<file path="config.mk">
export PLATFORM = sky130hd
export DESIGN_NAME = lease_table_loader
export DESIGN_NICKNAME = d
export VERILOG_FILES = /design/src/rtl/lease_table_loader.sv
export SDC_FILE = /design/constraint.sdc
export NUM_CORES = 1
export LEC_CHECK = 0
export CAP_MARGIN = 10
export CORE_MARGIN = 3
export CORE_UTILIZATION = 50
export DETAILED_ROUTE_END_ITERATION = 8
export PLACE_DENSITY = 0.84
export SLEW_MARGIN = 30
export SYNTH_ARGS = -nofsm -noshare
export SYNTH_HDL_FRONTEND = slang
export SYNTH_SLANG_ARGS = --single-unit
</file>
<file path="constraint.sdc">
create_clock -name clock_i -period 4.2 [get_ports clock_i]
set_clock_uncertainty 0.1 [all_clocks]
set_input_delay 0.84 -clock clock_i [delete_from_list [all_inputs] [get_ports clock_i]]
set_output_delay 0.84 -clock clock_i [all_outputs]
set_load 0.05 [all_outputs]
</file>
<file path="src/rtl/lease_table_loader.sv">
// lease_table_loader: streams a lease image into the policy controller's config register and four LLTs
module lease_table_loader #(
   parameter int N_ENTRIES     = 128,
   parameter int BW_ENTRIES    = $clog2(N_ENTRIES),
   parameter int BW_ADDR_SPACE = BW_ENTRIES + 2
) (
   input  logic                     clock_i,
   input  logic                     reset_i,
   input  logic                     start_i,
   input  logic                     s_valid_i,
   input  logic [31:0]              s_data_i,
   output logic                     s_ready_o,
   output logic                     con_wren_o,
   output logic                     llt_wren_o,
   output logic [BW_ADDR_SPACE-1:0] llt_addr_o,
   output logic [31:0]              llt_data_o,
   output logic                     busy_o,
   output logic                     done_o,
   output logic                     error_o
);
   typedef enum logic [2:0] {IDLE, HEADER, DEFAULT, TABLE, FINISH} state_t;
   state_t state, state_nx;
   logic [BW_ENTRIES:0]   count;
   logic [BW_ENTRIES-1:0] index;
   logic [1:0]            tbl;
   logic                  accept, hdr_bad, idx_last;
   assign s_ready_o = (state == HEADER) || (state == DEFAULT) || (state == TABLE);
   assign accept    = s_valid_i & s_ready_o;
   assign hdr_bad   = {16'd0, s_data_i[15:0]} > $unsigned(N_ENTRIES);
   assign idx_last  = {1'b0, index} == count - (BW_ENTRIES+1)'(1);
   always_comb begin
      state_nx = state;
      case (state)
         IDLE:    state_nx = start_i ? HEADER : IDLE;
         HEADER:  state_nx = accept ? (hdr_bad ? IDLE : DEFAULT) : HEADER;
         DEFAULT: state_nx = accept ? (count == '0 ? FINISH : TABLE) : DEFAULT;
         TABLE:   state_nx = (accept && tbl == 2'd3 && idx_last) ? FINISH : TABLE;
         FINISH:  state_nx = IDLE;
         default: state_nx = IDLE;
      endcase
   end
   always_ff @(posedge clock_i) begin
      if (reset_i) begin
         state      <= IDLE;
         count      <= '0;
         index      <= '0;
         tbl        <= '0;
         con_wren_o <= 1'b0;
         llt_wren_o <= 1'b0;
         llt_addr_o <= '0;
         llt_data_o <= '0;
         busy_o     <= 1'b0;
         done_o     <= 1'b0;
         error_o    <= 1'b0;
      end else begin
         state      <= state_nx;
         busy_o     <= state_nx != IDLE;
         done_o     <= state == FINISH;
         error_o    <= accept && state == HEADER && hdr_bad;
         con_wren_o <= accept && state == DEFAULT;
         llt_wren_o <= accept && state == TABLE;
         if (accept && state == HEADER && !hdr_bad)
            count <= s_data_i[BW_ENTRIES:0];
         if (accept && state == DEFAULT) begin
            index      <= '0;
            tbl        <= '0;
            llt_addr_o <= '0;
            llt_data_o <= s_data_i;
         end
         // the table counter saturates at 3; FINISH follows the last word
         if (accept && state == TABLE) begin
            llt_addr_o <= BW_ADDR_SPACE'({tbl, index});
            llt_data_o <= s_data_i;
            index      <= idx_last ? '0 : index + 1'b1;
            tbl        <= (idx_last && tbl != 2'd3) ? tbl + 2'd1 : tbl;
         end
      end
   end
endmodule

</file>
Word level (Yosys, flattened, before mapping). Cells that the tools add are included. W data, S select, Z words.

Reductions and logical operators: 16. Bitwise gates (word level): 1. $add $sub $neg: 3. $mul: 0. Divide/modulo/power cells: 0. $lt $le $gt $ge: 1. Equal/unequal tests: 8. Shifts and indexed selects: 0. Muxes and demuxes: 17.

Operators with widths (count): $mux W32 (2); $mux W7 (3); $mux W9 (2); $gt A16 B8 Y1 const B (1); $pmux W3 S4 (1); $mux W2 (5); $mux W3 (3); $eq A7 B8 Y1 (1); $logic_and A1 B1 Y1 (8); $logic_not A8 Y1 (1); $sub A8 B1 Y8 const B (1); $add A7 B1 Y7 const B (1); $eq A3 B2 Y1 const B (2); $eq A3 B1 Y1 const B (1); $eq A3 B3 Y1 const B (1); $logic_not A3 Y1 (1); $reduce_bool A3 Y1 (1); $add A2 B1 Y2 const B (1); $eq A2 B2 Y1 const B (1); $logic_or A1 B1 Y1 (2); $ne A2 B1 Y1 const B (1); $ne A2 B2 Y1 const B (1); $reduce_and A2 Y1 (1); $reduce_bool A2 Y1 (1); 3 further kinds (3).

Latch bits: 0. Bits in read-only memories: 0. Logic and storage cells: 57. Output and inout bits: 47. Memory bits (writable): 0. Bits in registers: 66. Memories kept: 0.

Logic depth before layout (Yosys ltp). Gate-level depths: netlist of run 1.

Depth in word-level cells: 9. Depth in mapped cells: 9. Gate-level depth less buffers: 8.

Worst setup path after synthesis of run 1. Ideal clock, no wire load.

Kind: input -> register. Start: input s_data_i[2]. End: register busy_o. Library setup time: 91 ps. Path slack: 1727 ps. Data required time: 4009 ps. Arrival time: 2282 ps. Stages: 7. Cells stage by stage: nor4_1 -> nand2_1 -> a211oi_1 -> nor2b_1 -> clkbuf_1 -> inv_1 -> a311oi_1.

Cells in the longest elaborated chain, start to end: 5.

Ends and longest elaborated chain: start, declared (line 11) `input logic [31:0] s_data_i,`; $gt A16 B8 Y1 (line 29) `assign hdr_bad = {16'd0, s_data_i[15:0]} > $unsigned(N_ENTRIES);`; $mux W2 (2 in series) (line 35) `HEADER: state_nx = accept ? (hdr_bad ? IDLE : DEFAULT) : HEADER;`; $pmux W3 S4 (line 33) `case (state)`; $reduce_bool A3 Y1 (line 57) `busy_o <= state_nx != IDLE;`; end signal, assigned (line 52) `busy_o <= 1'b0;`; end signal, assigned (line 57); end, declared (line 17) `output logic busy_o,`.

No other way between the ends. A chain may end at the register's enable or synchronous reset.

Worst setup path after layout of run 1.
Start: register state[0]. End: output s_ready_o.

Cells in the longest elaborated chain, start to end: 3. Elaborated cells between the ends (all ways): 5. Those cells by class: eq/ne: 3; reduce/logical: 2.

Ends and longest elaborated chain: start, declared (line 22) `state_t state, state_nx;`; start signal, assigned (line 56) `state <= state_nx;`; $eq A3 B1 Y1 or $eq A3 B2 Y1 (tied branches) (line 27) `assign s_ready_o = (state == HEADER) || (state == DEFAULT) || (state == TABLE);`; $logic_or A1 B1 Y1 (line 27); $logic_or A1 B1 Y1 * (line 27); end, declared (line 12) `output logic s_ready_o,`.

Every way passes the cells marked *; elsewhere a longest branch is shown, timed or not.

==> results of run 1 <==
worst min-delay path: stages (launching register included):
cell and delay (ps):
dfxtp_1 310, nand2_1 50, a21oi_1 50
layout make-up:
class	count	share of cell area, %
Clock buffer	13	4.175
Inverter	8	0.7890
Multi-Input combinational cell	248	35.73
Sequential cell	66	34.71
Tap cell	70	2.301
Timing Repair Buffer	86	22.29
kinds of logic after synthesis:
| group | share of synthesized area (%) |
|---|---|
| XOR/XNOR | 3.118 |
| flip-flops | 47.04 |
| AO/OA/AOI/OAI | 14.30 |
| buffers and inverters | 4.900 |
| AND/OR/NAND/NOR | 26.10 |
| adder cells (fa/ha/maj) | 1.336 |
| multiplexers | 3.207 |
path summary, 6_finish.rpt:
path / slack (ps) / cells past startpoint / start / endpoint
max: 1210 / 4 / state[0] / s_ready_o
min: 350 / 2 / llt_addr_o[4] / llt_addr_o[4]
max reg2reg: 1650 / 8 / count[0] / state[0]
min reg2reg: 350 / 2 / llt_addr_o[4] / llt_addr_o[4]
cells in the final DEF (no fill, tap or decap), types with 2 or more instances in the layout:
cell type	instances
mux2i_1	9
ha_1	3
nor3b_1	2
nor2b_1	3
clkbuf_8	11
nand4_1	7
xnor2_1	7
nand2_1	90
nand3_1	15
or4b_1	2
nor3_1	9
nand2b_1	2
a21oi_1	49
buf_4	5
inv_1	8
xor2_1	3
a31oi_1	5
clkbuf_1	2
nor2_1	13
or4_1	2
dfxtp_1	66
nor4_1	4
clkdlybuf4s50_1	81
or2_2	3
power groups by stage:
stage               Sequential, uW  Clock [uW]  Combinational, uW
finish                         628         447               70.7
global route                   628         488               75.3
CTS                            628         456               70.5
detailed placement             642           0               70.2
global placement               642           0               69.7
floorplan                      646           0               22.9
metrics by stage:
stage	util [%]	std cells	setup WS [ps]
6_report	72.22	491	1207
5_1_grt	72.22	491	1123
4_1_cts	72.15	491	1208
3_5_place_dp	69.14	478	1019
3_3_place_gp	69.09	478	1056
2_1_floorplan	-	348	1727
sequential cells by signal (all words and copies together), names as in the netlist:
register	count
busy_o	1
con_wren_o	1
llt_data_o	32
tbl	2
llt_addr_o	9
index	7
llt_wren_o	1
error_o	1
state	3
count	8
done_o	1
per-layer routing:
layer | GRT usage (%) | up-vias
li1 | - | 1330
met1 | 26.35 | 1213
met2 | 36.29 | 75
met3 | 6.541 | 4
met4 | 7.770 | 0
met5 | 0 | -
==> metrics, run 1 <==
Pleak=0.001264 uW; Reg area=0.001321 mm^2; Top FF cell, synth=dfxtp_1; WHS=354.3 ps; Post-Syn Area=0.002809 mm^2; drt drc=0; clock share of power=39.0%; Routed Antenna Nets=0; via count=2622; Die ar.=0.006553 mm^2; Placed Instance Area=0.003643 mm^2; crit path DAT=2050 ps; total power divided by cell area=301.0 mW/mm^2; status=complete, no violations; top-area cell type share of the netlist area=47.04%; EDFF count, synth=0; relative slew slack=45.25%; CP required=3260 ps; final count of negative-setup-slack endpoints=0; clock-pin slew on the worst setup and hold paths=60 ps; initial detailed-routing violation count=105; Final Critical Period=2993 ps; crit-path cells=buf_4, inv_1, a21oi_1, clkdlybuf4s50_1; Initial Util=53.30%; Distinct cells, synth=42; total track usage=21.69%; CP bufs+invs=3; global-route wire length before repair=11000 um; Layout area overhead=35.50%; IO Port Bufs=82; Yosys top cell by area=dfxtp_1; Via density=5.340; gpl congestion=0.8089; hold-fix buffers at CTS=0; critical path's top delay family=buffers and inverters; clock latency on the worst-skew pair=330 ps; sequential power share=54.8%; dpl hpwl=4520 um; fmax=334.1 MHz; Net Sw Frac=21.35%; core area=0.005270 mm^2; Final #Nets=458; Die Ht=80.95 um; area of the multi-input gates=0.001360 mm^2; Startpoint Class=register; total gr overflow=0; number of global-route vias before repair=2476; Max-cap violations=0; CTS Buffer Depth=2; setup tns final=0 ps; Syn Area/Cell=8.072 um^2; Worst path slowest cell=clkdlybuf4s50_1; count leader, synth=nand2_1; power share of the combinational group=6.2%; Post-CTS Setup Repair Bufs=0; period utilization=71.27%; Syn Nets=387; share of cells above drive strength 1=5.938%; cts bufs inserted=9; largest net degree at the start of global routing=65; Mapped Cells=348; synth top area cells=dfxtp_1 47%, nand2_1 12%, a21oi_1 8.7%; asr flop ratio synth=0%; number of gates resized after cts=0; Hold Vio Cnt, Final=0; htree depth=3; Post-Route WL=6705 um; met2 routed WL=3317 um; Crit Path Class=register to primary output; # rows=26; # diodes=0; drt first pass iters=4; Max Slew Vio Count=0; Ys Warns=0; maximum vdd drop=0.2315 mV; Die W=80.95 um; Power, Total=1146 uW; crit-path max cell delay=810 ps; slew of the pin with the lowest slew margin=816.8 ps; post-synthesis register bit count=66; RSZ-0062 raised after global routing=false; Highest Signal Layer=met4; DR WL met3=359 um; Setup crit end kind=primary output; Worst Hold Class=register to register; # fillers=429; I/O pin total=83; net switching power=244.6 uW; Max FO, Critical Path=28; Synth top cells by count=90 x nand2_1, 66 x dfxtp_1, 49 x a21oi_1, 21 x clkbuf_1, 15 x nand3_1; CTS tree=built; initial antenna violation count=0; Met1 Wirelength=2945 um; Root Buffer=clkbuf_8; CTS Sinks=66; register area share after synthesis=47.04%; DR WL/cell=13.66 um; post-route cell area=0.003806 mm^2; internal power=901.1 uW
No activity file was read; power rests on OpenSTA's default activity.
==> run 2, diff against run 1 <==
--- a/config.mk
+++ b/config.mk
@@ -7,9 +7,9 @@
 export LEC_CHECK = 0
 export CAP_MARGIN = 10
 export CORE_MARGIN = 3
-export CORE_UTILIZATION = 50
+export CORE_UTILIZATION = 47
 export DETAILED_ROUTE_END_ITERATION = 8
-export PLACE_DENSITY = 0.84
+export PLACE_DENSITY = 0.8
 export SLEW_MARGIN = 30
 export SYNTH_ARGS = -nofsm -noshare
 export SYNTH_HDL_FRONTEND = slang
==> constraint.sdc (replaced) <==
create_clock -name clock_i -period 2.88 [get_ports clock_i]
set_clock_uncertainty 0.1 [all_clocks]
set_input_delay 0.576 -clock clock_i [delete_from_list [all_inputs] [get_ports clock_i]]
set_output_delay 0.576 -clock clock_i [all_outputs]
set_load 0.05 [all_outputs]
==> run 2 against run 1 <==
Net effect: sequential share of layout area down 0.52 points; setup slack worse by 830 ps; global-route usage down 1.5 points; critical endpoint is now state[1]; critical path type is now register to register.
==> metrics, run 2 (synthesized netlist as in run 1, its figures left out) <==
drt drc=0; CTS Sinks=66; Crit Path Class=register to register; RSZ-0062 raised after global routing=false; # diodes=0; Max Slew Vio Count=0; Post-Route WL=6753 um; final count of negative-setup-slack endpoints=0; Setup crit end kind=register; # rows=27; gpl congestion=0.8071; Die W=83.31 um; Pleak=0.001300 uW; crit-path max cell delay=560 ps; Power, Total=1762 uW; hold-fix buffers at CTS=0; share of cells above drive strength 1=8.159%; Hold Vio Cnt, Final=0; Root Buffer=clkbuf_8; crit path DAT=2630 ps; Largest regs=llt_data_o: 32 flops, llt_addr_o: 9 flops, count: 8 flops; Final Critical Period=2503 ps; Initial Util=49.79%; total gr overflow=0; Worst Hold Class=register to register; Die ar.=0.006940 mm^2; I/O pin total=83; Max FO, Critical Path=14; crit-path cells=or4_4, or4b_1, a21oi_2, o211ai_4, o311ai_2, a21oi_1; initial detailed-routing violation count=133; post-route cell area=0.003864 mm^2; Die Ht=83.31 um; # fillers=466; Layout area overhead=37.55%; Routed Antenna Nets=0; most common cell after layout, fill and taps aside=nand2_1; relative slew slack=49.59%; cts bufs inserted=9; global-route wire length before repair=11630 um; CP bufs+invs=0; largest register by flop count=llt_data_o; clock latency on the worst-skew pair=340 ps; Placed Instance Area=0.003679 mm^2; Post-CTS Setup Repair Bufs=0; initial antenna violation count=0; Max-cap violations=0; Finished Core Util=68.49%; status=complete, no violations; fmax=399.5 MHz; dpl hpwl=4573 um; IO Port Bufs=82; CTS tree=built; DR WL/cell=13.48 um; Final #Nets=463; CTS Buffer Depth=2; most frequent cells in the layout=90 x nand2_1, 80 x clkdlybuf4s50_1, 66 x dfxtp_1; critical path's top delay family=simple AND/OR/NAND/NOR gates; area of the multi-input gates=0.001356 mm^2; htree depth=3; number of gates resized after cts=0; Worst path slowest cell=or4_4; core area=0.005642 mm^2; number of global-route vias before repair=2561; slew of the pin with the lowest slew margin=756.1 ps; total power divided by cell area=456.0 mW/mm^2; CP required=3010 ps; drt first pass iters=4; setup tns final=0 ps; period utilization=86.92%; Via density=5.253; Reg area=0.001321 mm^2; total track usage=20.20%; largest net degree at the start of global routing=43; clock-pin slew on the worst setup and hold paths=70 ps; maximum vdd drop=0.3073 mV; Startpoint Class=register; via count=2632; max reg flops=32
==> run 2: cell types whose count changed in the layout (fill, tap and decap cells not counted) <==
cell	delta
buf_4	+5
clkinvlp_4	+1
clkbuf_1	-1
clkbuf_8	-2
bufinv_16	+1
clkinv_2	+4
clkdlybuf4s50_1	-1
buf_2	+1
or3_4	-1
or3_2	+1
==> run 2: worst paths after layout <==
kind	start	endpoint	slack (ps)	depth (start not counted)
setup / recovery	count[0]	state[1]	380	6
hold / removal	llt_addr_o[5]	llt_addr_o[5]	350	2
setup reg to reg	count[0]	state[1]	380	6
hold reg to reg	llt_addr_o[5]	llt_addr_o[5]	350	2
==> run 2: layer usage <==
layer	track usage [%]	share of wire [%]
met1	23.70	45
met2	34.26	48
met3	7.540	5.3
met4	6.092	1.6
met5	0	0
==> run 2: power breakdown <==
group	total, uW	switching (uW)	internal (uW)
combinational	103	50.6	52.8
sequential	916	1.07	915
clock	743	349	394
total	1760	401	1360
==> run 2: cell type report <==
class	instances	share of cell area [%]
Clock buffer	10	3.303
Clock inverter	6	1.490
Inverter	8	0.7772
Multi-Input combinational cell	248	35.10
Sequential cell	66	34.20
Tap cell	72	2.332
Timing Repair Buffer	91	22.80
==> run 2: per-stage QoR <==
stage / worst slack (ps) / std cells / hold WS [ps]
finish: 376.6 / 501 / 351.2
global route: 244.3 / 501 / 378.1
CTS: 375.9 / 501 / 353.9
detailed placement: 248.4 / 485 / 344.3
global placement: 312.2 / 485 / 339.9
floorplan: 597.6 / 348 / 365.0
==> run 2: worst min-delay path, cell delays in order, from the launching register on <==
cell,delay [ps]
dfxtp_1,310
nand2_1,50
a21oi_1,50
==> run 3, diff against run 2 <==
--- a/config.mk
+++ b/config.mk
@@ -8,6 +8,7 @@
 export CAP_MARGIN = 10
 export CORE_MARGIN = 3
 export CORE_UTILIZATION = 47
+export CTS_CLUSTER_SIZE = 20
 export DETAILED_ROUTE_END_ITERATION = 8
 export PLACE_DENSITY = 0.8
 export SLEW_MARGIN = 30
==> results of run 3 <==
The final DEF is identical to that of run 2; final timing and power are the same.
==> RTL change 1 (flow settings as in run 1) <==
Remove the register `error_o`: a continuous assignment takes its place, so the output `error_o` follows one clock earlier.
--- a/src/rtl/lease_table_loader.sv
+++ b/src/rtl/lease_table_loader.sv
@@ -51,12 +51,10 @@
          llt_data_o <= '0;
          busy_o     <= 1'b0;
          done_o     <= 1'b0;
-         error_o    <= 1'b0;
       end else begin
          state      <= state_nx;
          busy_o     <= state_nx != IDLE;
          done_o     <= state == FINISH;
-         error_o    <= accept && state == HEADER && hdr_bad;
          con_wren_o <= accept && state == DEFAULT;
          llt_wren_o <= accept && state == TABLE;
          if (accept && state == HEADER && !hdr_bad)
@@ -76,5 +74,7 @@
          end
       end
    end
+
+   assign error_o = accept && state == HEADER && hdr_bad;
 endmodule
 
Function: changed (a bounded check fails within 4 cycles, from zero or initial values and one cycle with reset_i high).
==> RTL change 1 against run 1 <==
  * Count of clock-buffer cells in the layout fell by 2
  * Via count decreased by 0.11%
  * Cell area about the same
  * Routed wire length up 1.9%
  * Power grew 11%
  * Final cell count shrank 2.6%
  * Sequential cell count decreased by 1
  * Synthesized area fell by 1.9%
  * Setup slack lost 620 ps
  * Hold slack worse by 1.4 ps
  * Largest cell class unchanged
==> RTL change 1: results (changes against run 1) <==
The layout buffering overhead excluding clock cells is 22.0% (-0.25 points), and the total of fill cells in the finished design is 414 (-3.5%). The reg2reg setup slack was 1230 ps (-420 ps). The number of non-clock buffers in the layout works out to 85 (-1.2%). The data arrival time of the critical path was 2680 ps (+630 ps). The run gives 239 (-3.6%) as the layout multi-input combinational cell count. Power in sequential cells: 621 uW (-1%). The overall routing resource usage was 22.6% (+0.87 points); the cell area after placement was 0.00359 mm2 (-1.5%).

The number of distinct library cell variants in the gate-level netlist after synthesis is 43 (+2.4%). The flow ran to the end, and the final reports show no timing, DRC or antenna violations. The area growth from synthesis to layout came out at 38.0%. The detailed placement HPWL is 4690 um (+3.7%), and the maximum number of pins on one net before global-route repair is 54 (-17%). Number of global-route vias before repair: 2,506 (+1.2%). The logs give 3330 um (+0.24%) for the total length of routed met2 wires and 5 (+1) for the iteration count of the initial detailed-routing pass. The sequential fraction of the synthesis area was 47.2% (+0.17 points); the proportion of cell area occupied by multi-input gates was 35.3% (-0.47 points). The met2 usage in global routing is 36.6% (+0.30 points). The number of non-clock inverters is 5 (-3), and the clock tree buffer count of the final layout is 11 (-2). Compound-gate portion of the synthesized area: 16.0% (+1.7 points).

The final-layout clock-cell area share was 5.69% (+1.5 points). The adder-cell share of the synthesized area came out at 1.36% (+0.025 points). The final net count was 444 (-3.1%); the wire length on met3 was 538 um (+50%). Weighted congestion at the end of routability-driven global placement: 0.850 (+5.1%). The slowest stage of the critical path belongs to the cell or4_1. The leakage power summed over all cells is 1.32 nW (+4.2%), and the total length of routed wires is 6840 um (+1.9%). Net count of the mapped netlist: 372 (-3.9%).

The tools report the met1 wire length as 2790 um (-5.3%).
[RTL change 1: cell families (layout without fill, tap and decap cells)]
logic type               count (synthesis)  after routing
AO/OA/AOI/OAI                           73             73
XOR/XNOR                                 7              7
multiplexers                             9              9
flip-flops                              65             65
adder cells (fa/ha/maj)                  3              3
buffers and inverters                   29            104
AND/OR/NAND/NOR                        147            147
[RTL change 1: tightest hold or removal path, stage by stage (launching register included)]
cell and delay, ps:
dfxtp_1 310, nand2_1 50, a21oi_1 50
[RTL change 1: through the flow]
| step | cells | power, mW | setup WS, ps | util [%] | hold WS [ps] |
|---|---|---|---|---|---|
| 3_5_place_dp | 464 | 0.701 | 536 | 68.9 | 347 |
| 2_1_floorplan | 333 | 0.658 | 1150 | - | 369 |
| 3_3_place_gp | 464 | 0.700 | 612 | 68.9 | 340 |
| 4_1_cts | 478 | 1.28 | 536 | 73.1 | 355 |
| 5_1_grt | 478 | 1.31 | 504 | 73.1 | 369 |
| 6_report | 478 | 1.27 | 585 | 73.1 | 353 |
==> RTL change 2 (config.mk and constraints of run 1) <==
Made on the original files. `N_ENTRIES`: 128 -> 256.
--- a/src/rtl/lease_table_loader.sv
+++ b/src/rtl/lease_table_loader.sv
@@ -1,6 +1,6 @@
 // lease_table_loader: streams a lease image into the policy controller's config register and four LLTs
 module lease_table_loader #(
-   parameter int N_ENTRIES     = 128,
+   parameter int N_ENTRIES     = 256,
    parameter int BW_ENTRIES    = $clog2(N_ENTRIES),
    parameter int BW_ADDR_SPACE = BW_ENTRIES + 2
 ) (
Interface: changed (resized llt_addr_o); port bits go from 83 to 84. The function was not compared with the original's and may differ.
==> RTL change 2 against run 1 <==
  * Fmax rose by 1.5%
  * Clock power rose by 36%
  * Global-route usage rose by 1.3 points
  * Routed wire length rose by 5.9%
  * Setup slack improved by 44 ps
  * Power rose by 16%
  * Sequential cell count rose by 3
  * Synthesized area rose by 3.0%
  * Cell area rose by 4.1%
  * Largest power group unchanged
==> RTL change 2: results (changes against run 1) <==
The run gives 0 (unchanged) as the count of final max-slew check failures. The tools report the net count of the mapped netlist as 383 (-1.0%). Share of final-layout standard cells stronger than drive strength 1: 6.62% (+0.68 points).

Leakage power summed over all cells: 1.37 nW (+8.7%). The tools report the end of the critical path as s_ready_o. The worst slew slack as a fraction of its limit is 40.0% (-5.3 points).

In this run the critical register-to-register path is launched from count[0]$_SDFFE_PP0P_. The reg2reg setup slack is 1520 ps (-130 ps). The logs give 2,588 (+4.5%) for the number of global-route vias before repair and 9 (unchanged) for the number of buffers added by the clock tree synthesis step.

For the worst setup slack after placement, the log shows 987 ps (-32.4 ps). The depth of the worst register-to-register path is 8 (unchanged), and the stage delay of the slowest cell on the critical path is 830 ps (+20 ps). The starting DRC count in detailed routing was 146 (+39%); the met2 usage in global routing was 35.7% (-0.59 points). The tools report the launch point of the worst path as state[0]$_SDFF_PP0_. The slowest stage of the critical path is the clkdlybuf4s50_1 cell.

The maximum number of pins on one net before global-route repair is 52 (-20%). The largest registers in the layout are llt_data_o: 32 flops, llt_addr_o: 10 flops, count: 9 flops. The number of enable flip-flop cells after synthesis is 0 (unchanged). The overall routing resource usage came out at 23.0% (+1.3 points).

For the total of fill cells in the finished design, the log shows 450 (+4.9%). Yosys attributes the largest share of cell area to dfxtp_1 (48%), nand2_1 (11%), a21oi_1 (6.6%). The detailed-route via count is 2,696 (+2.8%), and the sequential fraction of the synthesis area is 47.8% (+0.71 points).

The commonest cells after synthesis are nand2_1 (81), dfxtp_1 (69), a21oi_1 (38). Among cell families on the critical path, the largest total delay comes from buffers and inverters. The logs give 11,800 um (+6.9%) for the first-pass GRT wire length and 0 (unchanged) for the post-CTS setup buffer count.

The post-route minimum period was 2950 ps (-44.1 ps); the met3 usage was 10.2% (+3.7 points). Latest clock arrival within the worst-skew pair: 350 ps (+20 ps). Worst-case vdd ir drop: 199 uV (-14%). The average detailed-routed wire length per instance is 14.3 um (+5.0%), and the largest fanout of any net on the critical path is 12 (-57%). Clock-pin slew was measured on the worst setup and hold paths at 70 ps. The run finished with clean final reports. The run gives 3 (unchanged) as the deepest level of the CTS H-tree.

Post-cts gate resize count: 0 (unchanged). For the iteration count of the initial detailed-routing pass, the log shows 4 (unchanged). The tightest min-delay check is of the reg -> reg type. The weighted congestion at the end of routability-driven global placement was 0.869 (+7.4%); the number of input and output port buffers inserted was 83 (+1.2%). The fraction of synthesis flops using an asynchronous set or reset pin is 0% (unchanged), and the number of distinct library cell variants in the gate-level netlist after synthesis is 42 (unchanged). The run gives 2 (unchanged) as the number of buffers on the longest clock path. Capture instance of the worst register-to-register path: index[7]$_SDFFE_PP0P_. The run gives 26.6% (+0.24 points) as the met1 global-route usage.

The logs give 0.00373 mm2 (+2.5%) for the cell area after placement and 0 (unchanged) for the initial antenna violation count. In this run the clock root is driven by a clkbuf_8. The detailed placement HPWL is 4980 um (+10%). The number of synthesis warnings is 0 (unchanged). The tools report the data arrival time of the critical path as 2010 ps (-40 ps). For the final net count, the log shows 457 (-0.22%).
==> RTL change 2: final cells by class <==
type | count | area, um2 | area share [%]
Clock inverter | 6 | 86.3 | 2.18
Inverter | 8 | 30.0 | 0.758
Multi-Input combinational cell | 244 | 1390 | 35.1
Sequential cell | 69 | 1380 | 34.8
Clock buffer | 10 | 138 | 3.47
Timing Repair Buffer | 86 | 848 | 21.4
Tap cell | 72 | 90.1 | 2.27
==> RTL change 2: worst min-delay path, cell delays in order, from the launching register on <==
cell and delay, ps:
dfxtp_1 310, nand2_1 50, a21oi_1 50
==> RTL change 2: cells by family (layout without fill, tap and decap cells) <==
family / count (synthesis) / count (layout) / share of synthesized area, %
AO/OA/AOI/OAI: 71 / 71 / 15.9
XOR/XNOR: 10 / 10 / 3.03
adder cells (fa/ha/maj): 3 / 3 / 1.30
buffers and inverters: 31 / 110 / 4.50
flip-flops: 69 / 69 / 47.8
multiplexers: 12 / 12 / 4.15
AND/OR/NAND/NOR: 148 / 148 / 23.4
==> RTL change 2: through the flow <==
step / hold slack, ps / std cells
after CTS: 356 / 495
final: 353 / 495
after global routing: 373 / 495
after floorplan: 377 / 344
after global placement: 341 / 479
after detailed placement: 348 / 479
==> RTL change 2: layer usage <==
layer	routed length (um)	part of all wire [%]	vias up
met3	727	10	12
met1	2910	41	1249
met2	3340	47	96
met5	0	0	-
li1	-	-	1339
met4	123	1.7	0
==> RTL change 2: worst min-delay path by stage <==
stage / from / endpoint / cells past startpoint
2_1_floorplan: tbl[1]$_SDFFE_PP0P_ / llt_addr_o[9]$_SDFFE_PP0P_ / 1
3_3_place_gp: llt_data_o[29]$_SDFFE_PP0P_ / llt_data_o[29]$_SDFFE_PP0P_ / 2
3_5_place_dp: llt_data_o[1]$_SDFFE_PP0P_ / llt_data_o[1]$_SDFFE_PP0P_ / 2
4_1_cts: llt_data_o[22]$_SDFFE_PP0P_ / llt_data_o[22]$_SDFFE_PP0P_ / 2
5_1_grt: llt_data_o[30]$_SDFFE_PP0P_ / llt_data_o[30]$_SDFFE_PP0P_ / 2
6_report: llt_data_o[31]$_SDFFE_PP0P_ / llt_data_o[31]$_SDFFE_PP0P_ / 2
==> RTL change 2: power by group <==
part / total, mW / leakage (nW) / switching, mW / internal (mW)
sequential: 0.658 / 0.556 / 0.00262 / 0.655
clock: 0.606 / 0.112 / 0.257 / 0.349
combinational: 0.0657 / 0.705 / 0.0297 / 0.0360
total: 1.33 / 1.37 / 0.289 / 1.04
